--- config.mk ---
export PLATFORM = sky130hd
export DESIGN_NAME = digit_latch_scheduler
export DESIGN_NICKNAME = d
export VERILOG_FILES = /design/src/rtl/digit_latch_scheduler.sv
export SDC_FILE = /design/constraint.sdc
export NUM_CORES = 1
export LEC_CHECK = 0
export ABC_CLOCK_PERIOD_IN_PS = 7700
export BUFFER_PORTS_ARGS = -buffer_cell sky130_fd_sc_hd__buf_2
export CORE_MARGIN = 2
export CORE_UTILIZATION = 40
export DETAILED_ROUTE_END_ITERATION = 8
export GPL_ROUTABILITY_DRIVEN = 0
export SLEW_MARGIN = 20
export SYNTH_ARGS = -nofsm -noshare
export SYNTH_HDL_FRONTEND = slang
export SYNTH_SLANG_ARGS = --single-unit
--- constraint.sdc ---
create_clock -name clk -period 7.7 [get_ports clk]
set_clock_uncertainty 0.1 [all_clocks]
set_input_delay 0.77 -clock clk [delete_from_list [all_inputs] [get_ports clk]]
set_output_delay 0.77 -clock clk [all_outputs]
set_load 0.01 [all_outputs]
--- src/rtl/digit_latch_scheduler.sv ---
// Round-robin writer of six BCD digits onto a shared 7-segment bus with per-digit latch enables.
// Optional macro LEAD_ZERO_BLANK_EN blanks a zero on the Ht digit (index 0).
module digit_latch_scheduler #(
    parameter int unsigned SETUP_CYC  = 1,
    parameter int unsigned STROBE_CYC = 1,
    parameter int unsigned HOLD_CYC   = 1
) (
    input  logic        clk,
    input  logic        rst,
    input  logic [23:0] digits_in,
    input  logic        force_refresh,
    output logic [6:0]  seg_out,
    output logic [5:0]  le,
    output logic        busy,
    output logic        done
);
    localparam int unsigned NUM_DIG = 6;
    localparam int unsigned CNT_W   = 4;
    localparam int unsigned IDX_W   = 3;

    typedef enum logic [1:0] {IDLE, SETUP, STROBE, HOLD} state_t;

    state_t             state, state_nxt;
    logic [CNT_W-1:0]   cnt, cnt_nxt;
    logic [IDX_W-1:0]   idx, rr_ptr;
    logic [3:0]         shadow [NUM_DIG];
    logic [5:0]         dirty, dirty_nxt, changed, gnt_oh;
    logic               grant, done_nxt;
    logic [IDX_W-1:0]   gnt_idx, cand;
    logic [3:0]         gnt_val;
    logic [6:0]         gnt_seg;

    // Index 0 is Ht (bits 23:20), index 5 is So (bits 3:0)
    function automatic logic [3:0] digit_at(input logic [23:0] d, input logic [IDX_W-1:0] i);
        case (i)
            3'd0:    return d[23:20];
            3'd1:    return d[19:16];
            3'd2:    return d[15:12];
            3'd3:    return d[11:8];
            3'd4:    return d[7:4];
            3'd5:    return d[3:0];
            default: return 4'd0;
        endcase
    endfunction

    function automatic logic [6:0] enc(input logic [3:0] v);
        case (v)
            4'd0:    return 7'b1111110;
            4'd1:    return 7'b0110000;
            4'd2:    return 7'b1101101;
            4'd3:    return 7'b1111001;
            4'd4:    return 7'b0110011;
            4'd5:    return 7'b1011011;
            4'd6:    return 7'b1011111;
            4'd7:    return 7'b1110000;
            4'd8:    return 7'b1111111;
            4'd9:    return 7'b1111011;
            default: return 7'b0000000;
        endcase
    endfunction

    // Circular search for the first dirty digit at or after rr_ptr; grants only from IDLE
    always_comb begin
        grant   = 1'b0;
        gnt_idx = '0;
        cand    = '0;
        for (int k = 0; k < int'(NUM_DIG); k++) begin
            cand = IDX_W'((int'(rr_ptr) + k) % NUM_DIG);
            if (state == IDLE && !grant && dirty[cand]) begin
                grant   = 1'b1;
                gnt_idx = cand;
            end
        end
        gnt_val = digit_at(digits_in, gnt_idx);
`ifdef LEAD_ZERO_BLANK_EN
        gnt_seg = (gnt_idx == '0 && gnt_val == 4'd0) ? 7'b0000000 : enc(gnt_val);
`else
        gnt_seg = enc(gnt_val);
`endif
        gnt_oh  = grant ? (6'(1) << gnt_idx) : 6'(0);
    end

    // The granted digit's shadow is refreshed on the same edge, so its compare is masked there
    always_comb begin
        changed = '0;
        for (int i = 0; i < int'(NUM_DIG); i++) begin
            changed[i] = (digit_at(digits_in, IDX_W'(i)) != shadow[i]);
        end
        dirty_nxt = ((changed | dirty) & ~gnt_oh) | {NUM_DIG{force_refresh}};
    end

    always_ff @(posedge clk or posedge rst) begin
        if (rst) begin
            state <= IDLE;
            cnt   <= '0;
        end else begin
            state <= state_nxt;
            cnt   <= cnt_nxt;
        end
    end

    always_comb begin
        state_nxt = state;
        cnt_nxt   = cnt;
        case (state)
            IDLE: begin
                if (grant) begin
                    state_nxt = SETUP;
                    cnt_nxt   = '0;
                end
            end
            SETUP: begin
                if (cnt == CNT_W'(SETUP_CYC - 1)) begin
                    state_nxt = STROBE;
                    cnt_nxt   = '0;
                end else begin
                    cnt_nxt = cnt + CNT_W'(1);
                end
            end
            STROBE: begin
                if (cnt == CNT_W'(STROBE_CYC - 1)) begin
                    state_nxt = (HOLD_CYC == 0) ? IDLE : HOLD;
                    cnt_nxt   = '0;
                end else begin
                    cnt_nxt = cnt + CNT_W'(1);
                end
            end
            HOLD: begin
                if (cnt == CNT_W'(HOLD_CYC - 1)) begin
                    state_nxt = IDLE;
                    cnt_nxt   = '0;
                end else begin
                    cnt_nxt = cnt + CNT_W'(1);
                end
            end
            default: begin
                state_nxt = IDLE;
                cnt_nxt   = '0;
            end
        endcase
        done_nxt = ((state_nxt == STROBE) && (cnt_nxt == CNT_W'(STROBE_CYC - 1)) && (HOLD_CYC == 0))
                 || ((state_nxt == HOLD) && (cnt_nxt == CNT_W'(HOLD_CYC - 1)));
    end

    // Outputs are registered from next-state so they line up with the state they describe
    always_ff @(posedge clk or posedge rst) begin
        if (rst) begin
            idx     <= '0;
            rr_ptr  <= '0;
            dirty   <= '1;
            seg_out <= '0;
            le      <= '0;
            busy    <= 1'b0;
            done    <= 1'b0;
            for (int i = 0; i < int'(NUM_DIG); i++) begin
                shadow[i] <= '0;
            end
        end else begin
            dirty <= dirty_nxt;
            busy  <= (state_nxt != IDLE);
            done  <= done_nxt;
            le    <= (state_nxt == STROBE) ? (6'(1) << idx) : 6'(0);
            if (grant) begin
                idx             <= gnt_idx;
                shadow[gnt_idx] <= gnt_val;
                seg_out         <= gnt_seg;
                rr_ptr          <= (gnt_idx == IDX_W'(NUM_DIG - 1)) ? '0 : gnt_idx + IDX_W'(1);
            end
        end
    end

endmodule

Word level (Yosys, flattened, before mapping)

Memories as Yosys holds them, arrays and structs flattened. A register that Yosys moved wholly into a read port is not among the register bits.
Cells that the tools add are included.

Multipliers: 0
$lt $le $gt $ge: 8
Reduce and logical (&&, ||, !) cells: 24
Shift-type cells: 2
Multiplexer cells: 39
Divide/modulo/power cells: 6
Add/subtract/negate cells: 7
Bitwise logic cells: 5
Equality and inequality tests: 16

Operators with widths:

| cell                                               | count |
|---|---|
| modulo 32 x 3 -> 32 bit, second input constant     | 5 |
| modulo 3 x 3 -> 32 bit, second input constant      | 1 |
| bitwise mux 24 bit                                 | 1 |
| < comparator 3 x 4 -> 1 bit, second input constant | 6 |
| inequality test 4 bit                              | 6 |
| case mux 4 bit (6 select lines)                    | 1 |
| two-way mux 3 bit                                  | 7 |
| binary-select mux 1 bit (select 3 bit)             | 6 |
| logical AND 1 bit                                  | 13 |
| demux 4 bit (select 3 bit)                         | 1 |
| two-way mux 1 bit                                  | 12 |
| two-way mux 4 bit                                  | 3 |
| two-way mux 6 bit                                  | 2 |
| bitwise OR 6 bit                                   | 2 |
| << shifter 1 x 3 -> 6 bit, first input constant    | 2 |
| adder 3 x 2 -> 4 bit, second input constant        | 2 |
| adder 3 x 3 -> 4 bit, second input constant        | 2 |
| == test 2 bit, second input constant               | 4 |
| zero test 4 bit                                    | 2 |
| two-way mux 2 bit                                  | 4 |
| case mux 2 bit (4 select lines)                    | 1 |
| case mux 4 bit (2 select lines)                    | 1 |
| bitwise AND 6 bit                                  | 1 |
| == test 3 x 2 -> 1 bit, second input constant      | 2 |
| 15 further kinds                                   | 20 |

Bits in latches: 0
ROM bits: 112
Memories: 1
Word-level logic and storage cells: 122
RAM bits: 0
Register bits: 50

Memories:

| name             | depth | bits a word | rd ports | clocked after Yosys merged registers in | write ports | RTL line | source |
|---|---|---|---|---|---|---|---|
| (name not given) | 16    | 7           | 1        | 1                                       | 0           | 47       | `case (v)` |

Longest topological paths before layout

Gate-level depths: netlist (run 1).

Depth after elaboration: 31
Depth in mapped cells: 25
Gate-level depth less buffers: 22

Least setup slack after synthesis (run 1)

No wires, ideal clock.

Kind: register to register
Start: reg rr_ptr[1]
End: reg seg_out[3]
Cell stages (with the launch flop): 25
Buffers on the path: 4
Required time: 7.474 ns
Arrival: 5.113 ns
Path slack: 2.361 ns
Cells stage by stage: dfrtp_1 buf_2 inv_1 ha_1 buf_2 a21oi_2 inv_1 ha_1 nor2b_1 a21oi_1 o32ai_1 nor4_1 or2_1 o211ai_1 nand3_4 buf_4 nor2_1 ha_1 o2bb2a_4 o21a_1 buf_4 ha_1 a21oi_1 o21bai_1 a221o_1

Cells in the longest elaborated chain, start to end: 27
Elaborated cells on any way between the ends: 58

Ends and longest elaborated chain:

| item                                                             | RTL line | source |
|---|---|---|
| start, declared                                                  | 25       | `logic [IDX_W-1:0] idx, rr_ptr;` |
| start signal, assigned                                           | 167      | `rr_ptr <= (gnt_idx == IDX_W'(NUM_DIG - 1)) ? '0 : gnt_idx + IDX_W'(1);` |
| branches (longest 27 deep; another with modulo 32 x 3 -> 32 bit) | --       |  |
| end, declared                                                    | 12       | `output logic [6:0] seg_out,` |

Several ways; the timed one is not identified. The select of a mux whose other input is x is not followed.
A chain may end at the register's enable or synchronous reset.

Final worst setup path (run 1)

Start: reg rr_ptr[1]
End: reg seg_out[2]

Cells in the longest elaborated chain, start to end: 27
Elaborated cells on any way between the ends: 58

Ends and longest elaborated chain:

| item                                                             | RTL line | source |
|---|---|---|
| branches (longest 24 deep; another with modulo 32 x 3 -> 32 bit) | --       |  |
| two-way mux 3 bit *                                              | 69       | `if (state == IDLE && !grant && dirty[cand]) begin` |
| == test 3 bit (tied with other cells)                            | 35       | `case (i)` |
| case mux 4 bit (6 select lines) *                                | 35       |  |
| via gnt_val[0]                                                   | 30       | `logic [3:0] gnt_val;` |

Mark *: on every way through the listed nets, which the timed path passes. The select of a mux whose other input is x is not followed.

==> summary.md, run 1 <==
| Metric | Value |
|---|---|
| Status | `finished clean` |
| CP Cell Sequence | `inv_1 > ha_1 > a21oi_2 > inv_1 > ha_1 > nor2b_1 > a21oi_1 > o32ai_1 > nor4_1 > a211oi_1 > and4_1 > nand2_1 > and2_1 > nor2_1 > ha_1 > a22oi_1 > o221ai_1 > inv_1 > ha_1 > o31ai_1 > o21ai_0 > a221o_1` |
| Post-route design area | `4730 sq um` |
| Hold Path Cell Cnt | `2` |
| Reg-to-reg endpoint | `seg_out[2]` |
| Layout cells sized above 1 | `19.2%` |
| Die ar. | `11300 sq um` |
| CP startpoint kind | `register` |
| 1st-iter DRT viols | `172` |
| Main synth FF type | `dfrtp_1` |
| RSZ-0062 raised after global routing | `no` |
| Hold EP | `seg_out[5]` |
| Initial antenna violation count | `0` |
| Post-Route WL | `around 10000 microns` |
| I/O Pins | `42` |
| Setup Buffers After CTS | `0` |
| DR WL/cell | `16.2 microns` |
| Synthesized instance count | `459` |
| Post-Syn Area | `4200 sq um` |
| Filler cells | `~1000` |
| Final #Nets | `550` |
| Crit share post-route | `82.5%` |
| Row count | `37` |
| Hold Vio Cnt, Final | `0` |
| Yosys warns | `0` |
| Worst EP required | `7830 ps` |
| CTS tree | `built` |
| Area grow syn2layout | `12.6%` |
| Net Count, Synth | `509` |
| Max incr delay on CP | `730 ps` |
| Crit path max-delay cell type | `dfrtp_1` |
| Dpl hpwl | `7960 microns` |
| Commonest non-fill, non-tap cell in the layout | `dfrtp_1` |
| Clk slew on worst S/H paths | `70 ps` |
| Vias per inst | `5.51` |
| Port bufs | `41` |
| Final min period | `6360 ps` |
| Slew headroom | `about half` |
| Via count | `3531` |
| Number of buffers created by CTS | `9` |
| Multi-input logic area | `2600 sq um` |
| Largest net degree at the start of global routing | `58` |
| Hold wc startpoint | `seg_out[5]` |
| Starting Density | `between 40% and 50%` |
| Hold_ws | `381 ps` |
| GRT Overall Usage | `19.5%` |
| Most frequent cells in the layout | `dfrtp_1 (51), nor2_1 (48), nand2_1 (42), buf_2 (41), a21oi_1 (30)` |
| Hold Crit Class | `reg -> reg` |
| Mean post-synth cell area | `9.15 sq um` |
| Worst Max-Slew Pin Slew | `around 750 ps` |
| Routed Antenna Nets | `0` |
| Overflow after GRT | `0` |
| Max Slew Vio Count | `0` |
| Clk buf depth | `2` |
| Ant. Diodes | `0` |
| CP max FO | `16` |
| Register-to-Register Path Depth | `22` |
| Crit path DAT | `6490 ps` |
| FMAX | `0.157 GHz` |
| Clk sinks | `57` |
| Clock Tree Root | `clkbuf_8` |
| Max Cap Viol | `0` |
| Pre-CTS setup slack | `about 1500 ps` |
| Post-cts sizing count | `0` |
| Storage cell area | `1430 sq um` |
| #FFs+latches synth | `57` |
| Initial DRT Pass Iterations | `4` |
| Worst R2R Start | `rr_ptr[1]` |
| Final Worst Setup Slack | `1340 ps` |
| Async set-reset flop share out of synthesis | `100%` |
| First-pass GRT wire length | `17400 microns` |
| Placed instance area | `4510 sq um` |
| Number of synthesized flops with an enable pin | `0` |
| Final setup fails | `0` |
| Register area share after synthesis | `34.1%` |
| Worst Setup End Kind | `register` |
| Die extent in x | `106 microns` |
| Number of global-route vias before repair | `3492` |
| Worst setup path class | `reg -> reg` |
| Synth cell types | `83` |
| Htree depth | `3` |
| Die Ht | `106 microns` |
| Hold Buf Count CTS | `0` |
| Most frequent CP cell | `ha_1` |
| Worst reg2reg setup slack | `roughly 1300 ps` |
| Detailed-route DRC error count | `0` |
| Core ar. | `10300 sq um` |
| Setup TNS | `0 ps` |
| Worst-skew pair later-pin latency | `350 ps` |
-- stage by stage --
| stage | utilization [%] | cells |
|---|---|---|
| floorplan | - | 459 |
| global placement | 43.9 | 625 |
| detailed placement | 43.9 | 625 |
| CTS | 46.0 | 641 |
| global route | 46.0 | 641 |
| finish | 46.0 | 641 |
-- layer usage --
layer / part of all wire [%] / GRT usage (%) / up-vias
li1: - / - / 1751
met1: 46 / 25.6 / 1702
met2: 49 / 33.1 / 66
met3: 3.5 / 3.49 / 12
met4: 1.4 / 5.47 / 0
met5: 0 / 0 / -
-- cells in the mapped netlist (4+ instances only) --
master	instances	area, sq um
o21ai_0	19	95.1
dfrtp_1	51	1280
a211oi_1	4	30.0
and3_1	6	37.5
buf_4	4	30.0
ha_1	23	288
nand2b_1	4	25.0
dfstp_2	6	158
o31ai_1	5	37.5
a211o_1	5	43.8
or3_1	4	25.0
a21oi_1	30	150
mux2i_1	17	170
xor2_1	8	70.1
nor3b_1	5	37.5
clkbuf_1	5	18.8
a21o_1	5	37.5
o21ai_1	5	25.0
and2_1	8	50.1
xnor2_1	21	184
inv_1	14	52.6
nand2_1	42	158
nand3_1	14	70.1
o21a_1	4	30.0
mux2_2	4	45.0
nor2_1	48	180
o21bai_1	4	30.0
a31oi_1	4	25.0
nor3_1	9	45.0
o211ai_1	5	37.5
-- logic make-up (layout without fill, tap and decap cells) --
family | count (synthesis) | in the layout | share of synthesized area [%]
buffers and inverters | 33 | 79 | 3.96
and+or+nand+nor | 164 | 164 | 20.1
xor gates and xnor gates | 32 | 32 | 7.48
AOI/OAI and AO/OA | 127 | 127 | 21.7
DFF | 57 | 57 | 34.1
muxes | 23 | 23 | 5.75
adders and majority gates | 23 | 23 | 6.85
-- worst max-delay path, delay by kind of cell, from the launching register on --
kind	cells	cell delay, ps
AOI/OAI and AO/OA	9	1880
adders and majority gates	4	1350
buffers and inverters	3	730
DFF	1	730
and+or+nand+nor	6	1430
-- layout make-up --
class | count | share of cell area, %
clock buffer | 12 | 3.49
clock inverter | 4 | 1.06
inverter | 18 | 1.48
multi-input combinational | 369 | 55.1
sequential | 57 | 30.3
tap | 136 | 3.60
timing repair buffer | 45 | 4.97
-- sequential cells by signal, indices dropped and copies added (netlist names) --
register and cells:
busy 1, cnt 4, dirty 6, done 1, idx 3, le 6, rr_ptr 3, seg_out 7
shadow 24, state 2
-- how the worst max path moves through the flow --
stage / cells past startpoint / start / to
global placement: 21 / rr_ptr[1] / seg_out[3]
floorplan: 24 / rr_ptr[1] / seg_out[3]
detailed placement: 22 / rr_ptr[1] / seg_out[2]
finish: 22 / rr_ptr[1] / seg_out[2]
global route: 22 / rr_ptr[1] / seg_out[2]
CTS: 22 / rr_ptr[1] / seg_out[2]
Power of run 1 is not shown: default switching activity piles up to over one toggle a cycle in this logic, so the estimate is an artifact.
==> run 2: changes to the inputs <==
- ABC_CLOCK_PERIOD_IN_PS: 7700 -> 5700
- clock period: 7.7 -> 5.7 ns (I/O delays scaled with it)
==> run 2 against run 1 <==
  * Wire length is 0.61% lower
  * Via count is 0.42% higher
  * Design area up 0.61%
  * Register-to-register slack worse by 950 ps
  * Maximum frequency rose by 20%
  * Global-route usage down 0.28 points
  * Non-clock buffer count increased by 5
  * Count of clock-buffer cells in the layout increased by 1
  * Hold slack worse by 55 ps
  * Utilization rose by 0.28 points
  * First-iteration DRC count is 5.8% higher
  * Setup slack got worse by 950 ps
==> summary.md, run 2 (same netlist as run 1, synthesis figures left out) <==
| Metric | Value |
|---|---|
| I/O Pins | `42` |
| Most frequent cells in the layout | `dfrtp_1 (49), nor2_1 (48), nand2_1 (42), buf_2 (41), a21oi_1 (30)` |
| Via count | `3546` |
| Worst Max-Slew Pin Slew | `slightly above 700 ps` |
| DR WL/cell | `around 16 microns` |
| CP bufs+invs | `2` |
| Clk buf depth | `2` |
| Detailed-route DRC error count | `0` |
| Max incr delay on CP | `500 ps` |
| Max reg flops | `24` |
| Area grow syn2layout | `13.3%` |
| Htree depth | `3` |
| Ant. Diodes | `0` |
| GRT Overall Usage | `19.3%` |
| Worst EP required | `5820 ps` |
| Max Cap Viol | `0` |
| Setup TNS | `0 ps` |
| Die extent in x | `106 microns` |
| RSZ-0062 raised after global routing | `yes` |
| Final #Nets | `555` |
| Top reg by flops | `shadow` |
| FMAX | `approximately 0.19 GHz` |
| Placed cell count | `630` |
| Initial antenna violation count | `0` |
| 1st-iter DRT viols | `182` |
| Worst Setup End Kind | `register` |
| Reg-to-reg endpoint | `seg_out[3]` |
| Starting Density | `slightly above 40%` |
| Cell family with most CP delay | `compound AO/OA/AOI/OAI gates` |
| Die ar. | `about 11000 sq um` |
| Finished Layout Cells | `646` |
| Clk sinks | `57` |
| Worst R2R Start | `rr_ptr[1]` |
| Most frequent CP cell | `ha_1` |
| Commonest non-fill, non-tap cell in the layout | `dfrtp_1` |
| Setup Buffers After CTS | `0` |
| Crit share post-route | `approximately 93%` |
| Overflow after GRT | `0` |
| Clock Tree Root | `clkbuf_8` |
| Number of buffers created by CTS | `9` |
| Biggest regs | `shadow (24), seg_out (7)` |
| Core ar. | `10300 sq um` |
| CP Cell Sequence | `inv_1 > ha_1 > a21oi_2 > inv_1 > ha_1 > nor2b_1 > a21oi_1 > o32ai_1 > nor4_1 > or2_1 > a2111o_1 > nand3_4 > nor2_1 > ha_2 > a22oi_1 > o221ai_1 > ha_1 > a21oi_1 > o21bai_1 > a221o_1` |
| Worst setup path class | `reg -> reg` |
| Register-to-Register Path Depth | `20` |
| Row count | `37` |
| Post-Route WL | `slightly above 10000 microns` |
| Filler cells | `1022` |
| Slew headroom | `a little over half` |
| Layout cells sized above 1 | `21.0%` |
| CTS tree | `built` |
| First-pass GRT wire length | `17100 microns` |
| Clk slew on worst S/H paths | `approximately 60 ps` |
| Worst reg2reg setup slack | `400 ps` |
| Max Slew Vio Count | `0` |
| Routed Antenna Nets | `0` |
| Final setup fails | `0` |
| Worst-skew pair later-pin latency | `340 ps` |
| Final min period | `between 5000 and 6000 ps` |
| CP max FO | `18` |
| Crit path DAT | `approximately 5400 ps` |
| Dpl hpwl | `7940 microns` |
| Crit path max-delay cell type | `dfrtp_2` |
| Die Ht | `106 microns` |
| Hold Vio Cnt, Final | `0` |
| Port bufs | `41` |
| Status | `finished clean` |
| Number of global-route vias before repair | `3416` |
| CP startpoint kind | `register` |
| Vias per inst | `5.49` |
| Hold Crit Class | `in -> async` |
| Initial DRT Pass Iterations | `4` |
| Largest net degree at the start of global routing | `58` |
## run 2: cell count changes in the layout (fill, tap and decap cells not counted), sizes merged
cell      change
clkinv        +2
bufinv        -1
clkinvlp      -2
buf           +5
clkbuf        +1
## run 2: metrics by stage
step	hold slack [ps]	cell area, sq um	worst slack, ps	utilization [%]
after global placement	369	4550	328	44.3
final	327	4760	399	46.3
after detailed placement	378	4550	208	44.3
after global routing	388	4760	-18.0	46.3
after floorplan	369	4200	361	-
after CTS	341	4730	167	46.1
## run 2: timing repair
action	4_1_cts	5_1_grt
hold endpoints to repair	0	0
resized for setup	0	7
hold buffers	0	0
setup endpoints to repair	0	8
## run 2: cell type report
type	count	area [sq um]	area share (%)
well taps	136	170	3.58
clock inverters	3	15.0	0.316
inverters	18	70.1	1.47
multi-input cells	369	2620	55.2
repair buffers	50	273	5.73
clock buffers	13	169	3.55
flip-flops and latches	57	1440	30.2
## run 2: worst max path at each step
| stage | from | slack, ps | to | cells past startpoint |
|---|---|---|---|---|
| final | rr_ptr[1] | 400 | seg_out[3] | 20 |
| after CTS | rr_ptr[1] | 170 | seg_out[3] | 20 |
| after floorplan | rr_ptr[1] | 360 | seg_out[3] | 24 |
| after global routing | rr_ptr[1] | -20 | seg_out[2] | 21 |
| after detailed placement | rr_ptr[1] | 210 | seg_out[3] | 20 |
| after global placement | rr_ptr[2] | 330 | seg_out[3] | 21 |
## run 2: tightest hold or removal path, delay by kind of cell
family / cells / cell delay (ps)
buffers and inverters: 3 / 690
## run 2: per-layer routing
metal / global-route usage [%] / vias to the layer above / share of wire, %
met5: 0 / - / 0
met4: 6.77 / 0 / 2.0
met3: 3.92 / 18 / 4.0
met2: 32.9 / 78 / 49
met1: 24.2 / 1698 / 45
li1: - / 1752 / -
Power of run 2 is left out for the same reason.
==> run 3: changes to the inputs <==
- GPL_TIMING_DRIVEN: unset -> 0
==> run 3 against run 2 <==
  * Die area unchanged
  * Wire length grew 4.7%
  * Design area is 2.7% higher
  * Flip-flop and latch count is the same
  * Register-to-register slack worse by 120 ps
  * Cell count up 1.9%
  * Setup slack got worse by 120 ps
  * Global-route usage increased by 0.49 points
  * Non-clock buffer count up 12
  * Via count is 1.6% higher
  * Count of clock-buffer cells in the layout up 1
==> summary.md, run 3 (same netlist as run 1, synthesis figures left out) <==
| Metric | Value |
|---|---|
| Placed cell count | `636` |
| CP bufs+invs | `5` |
| Largest net degree at the start of global routing | `58` |
| Clk sinks | `57` |
| Hold Buf Count CTS | `0` |
| Pre-CTS setup slack | `-807 ps` |
| Ant. Diodes | `0` |
| Die ar. | `11300 sq um` |
| Detailed-route DRC error count | `0` |
| Worst reg2reg setup slack | `about 280 ps` |
| I/O Pins | `42` |
| 1st-iter DRT viols | `159` |
| Die extent in x | `around 110 microns` |
| Final Worst Setup Slack | `281 ps` |
| Worst setup path class | `reg -> reg` |
| CP max FO | `12` |
| Crit share post-route | `95.1%` |
| Worst Setup End Kind | `register` |
| Most frequent CP cell | `ha_1` |
| Status | `finished clean` |
| Hold_ws | `238 ps` |
| Worst Max-Slew Pin Slew | `between 700 and 800 ps` |
| Number of buffers created by CTS | `9` |
| Hold Crit Class | `in -> async` |
| Initial antenna violation count | `0` |
| Biggest regs | `shadow (24), seg_out (7)` |
| Area grow syn2layout | `16.4%` |
| Final setup fails | `0` |
| Overflow after GRT | `0` |
| Crit path DAT | `around 5600 ps` |
| DR WL/cell | `between 15 and 20 microns` |
| Port bufs | `41` |
| Worst EP required | `5830 ps` |
| Slew headroom | `52.5%` |
| Clk buf depth | `2` |
| CP Cell Sequence | `buf_6 > clkinvlp_4 > ha_1 > buf_2 > a21oi_4 > inv_1 > ha_1 > nor2b_2 > a21o_1 > a21oi_1 > or4_1 > a211oi_1 > nor3b_1 > a21o_1 > nand2_2 > ha_2 > o2bb2a_4 > o21a_1 > buf_4 > ha_1 > a21oi_1 > o21bai_1 > a221o_1` |
| Max incr delay on CP | `530 ps` |
| Vias per inst | `5.47` |
| Layout cells sized above 1 | `22.2%` |
| Commonest non-fill, non-tap cell in the layout | `dfrtp_1` |
| Register-to-Register Path Depth | `23` |
| Max Slew Vio Count | `0` |
| Final #Nets | `567` |
| FMAX | `0.185 GHz` |
| Setup TNS | `0 ps` |
| Core ar. | `~10000 sq um` |
| Row count | `37` |
| Routed Antenna Nets | `0` |
| Initial DRT Pass Iterations | `5` |
| CP startpoint kind | `register` |
| Crit path max-delay cell type | `or4_1` |
| Post-Route WL | `10800 microns` |
| Clk slew on worst S/H paths | `60 ps` |
| Final min period | `5420 ps` |
| Hold Vio Cnt, Final | `0` |
| Worst-skew pair later-pin latency | `340 ps` |
| Die Ht | `106 microns` |
| Htree depth | `3` |
| Number of global-route vias before repair | `3520` |
| Max reg flops | `24` |
| Cell family with most CP delay | `compound AO/OA/AOI/OAI gates` |
| Dpl hpwl | `8160 microns` |
| CTS tree | `built` |
| GRT Overall Usage | `19.8%` |
| Finished Layout Cells | `658` |
| Most frequent cells in the layout | `dfrtp_1 (50), nor2_1 (47), buf_2 (42), nand2_1 (41), a21oi_1 (30)` |
| Max Cap Viol | `0` |
| Top reg by flops | `shadow` |
| First-pass GRT wire length | `17600 microns` |
| Worst path depth | `23` |
| Clock Tree Root | `clkbuf_8` |
| Starting Density | `40.9%` |
| Via count | `3601` |
## run 3: cell count changes in the layout (fill, tap and decap cells not counted), sizes merged
| cell | delta |
|---|---|
| clkinvlp | +1 |
| buf | +7 |
| inv | -1 |
| clkbuf | +6 |
| bufinv | +1 |
| clkinv | -2 |
## run 3: worst register-to-register path: stages (launching register included)
cell,delay [ps]
dfrtp_2,450
buf_6,190
clkinvlp_4,120
ha_1,220
buf_2,200
a21oi_4,230
inv_1,110
ha_1,310
nor2b_2,180
a21o_1,190
a21oi_1,100
or4_1,530
a211oi_1,310
nor3b_1,120
a21o_1,260
nand2_2,150
ha_2,250
o2bb2a_4,170
o21a_1,90
buf_4,190
ha_1,300
a21oi_1,50
o21bai_1,170
a221o_1,310
## run 3: final cells by class
type | count | area, sq um
buffer | 15 | 103
inverter | 18 | 76.3
fill | 1041 | 5390
tap | 136 | 170
multi-input combinational | 369 | 2640
timing repair buffer | 47 | 250
clock buffer | 14 | 173
sequential | 57 | 1440
clock inverter | 2 | 35.0
## run 3: final timing paths
path / start / end
worst max-delay path: rr_ptr[1] / seg_out[3]
worst min-delay path: rst / seg_out[0]
worst max register to register: rr_ptr[1] / seg_out[3]
worst min register to register: seg_out[5] / seg_out[5]
max in group asynchronous: rst / rr_ptr[1]
min in group clk: seg_out[5] / seg_out[5]
## run 3: metrics by stage
step,instance area (sq um),util [%]
floorplan,4200,-
global placement,4570,44.5
detailed placement,4580,44.5
CTS,4830,47.0
global route,4890,47.5
finish,4890,47.5
## run 3: layer usage
layer  vias up  part of all wire (%)  GRT usage [%]
met5         -                     0              0
li1       1784                     -              -
met1      1722                    46           25.9
met3        15                   3.7           3.37
met4         0                   1.7           5.57
met2        80                    49           33.6
## run 3: what timing repair did
item / 4_1_cts / 5_1_grt
gates resized for setup: 9 / 6
pin swaps: 0 / 3
endpoints found under the hold margin: 0 / 0
buffers inserted: 2 / 4
setup endpoints to repair: 19 / 7
Power of run 3 is left out for the same reason.
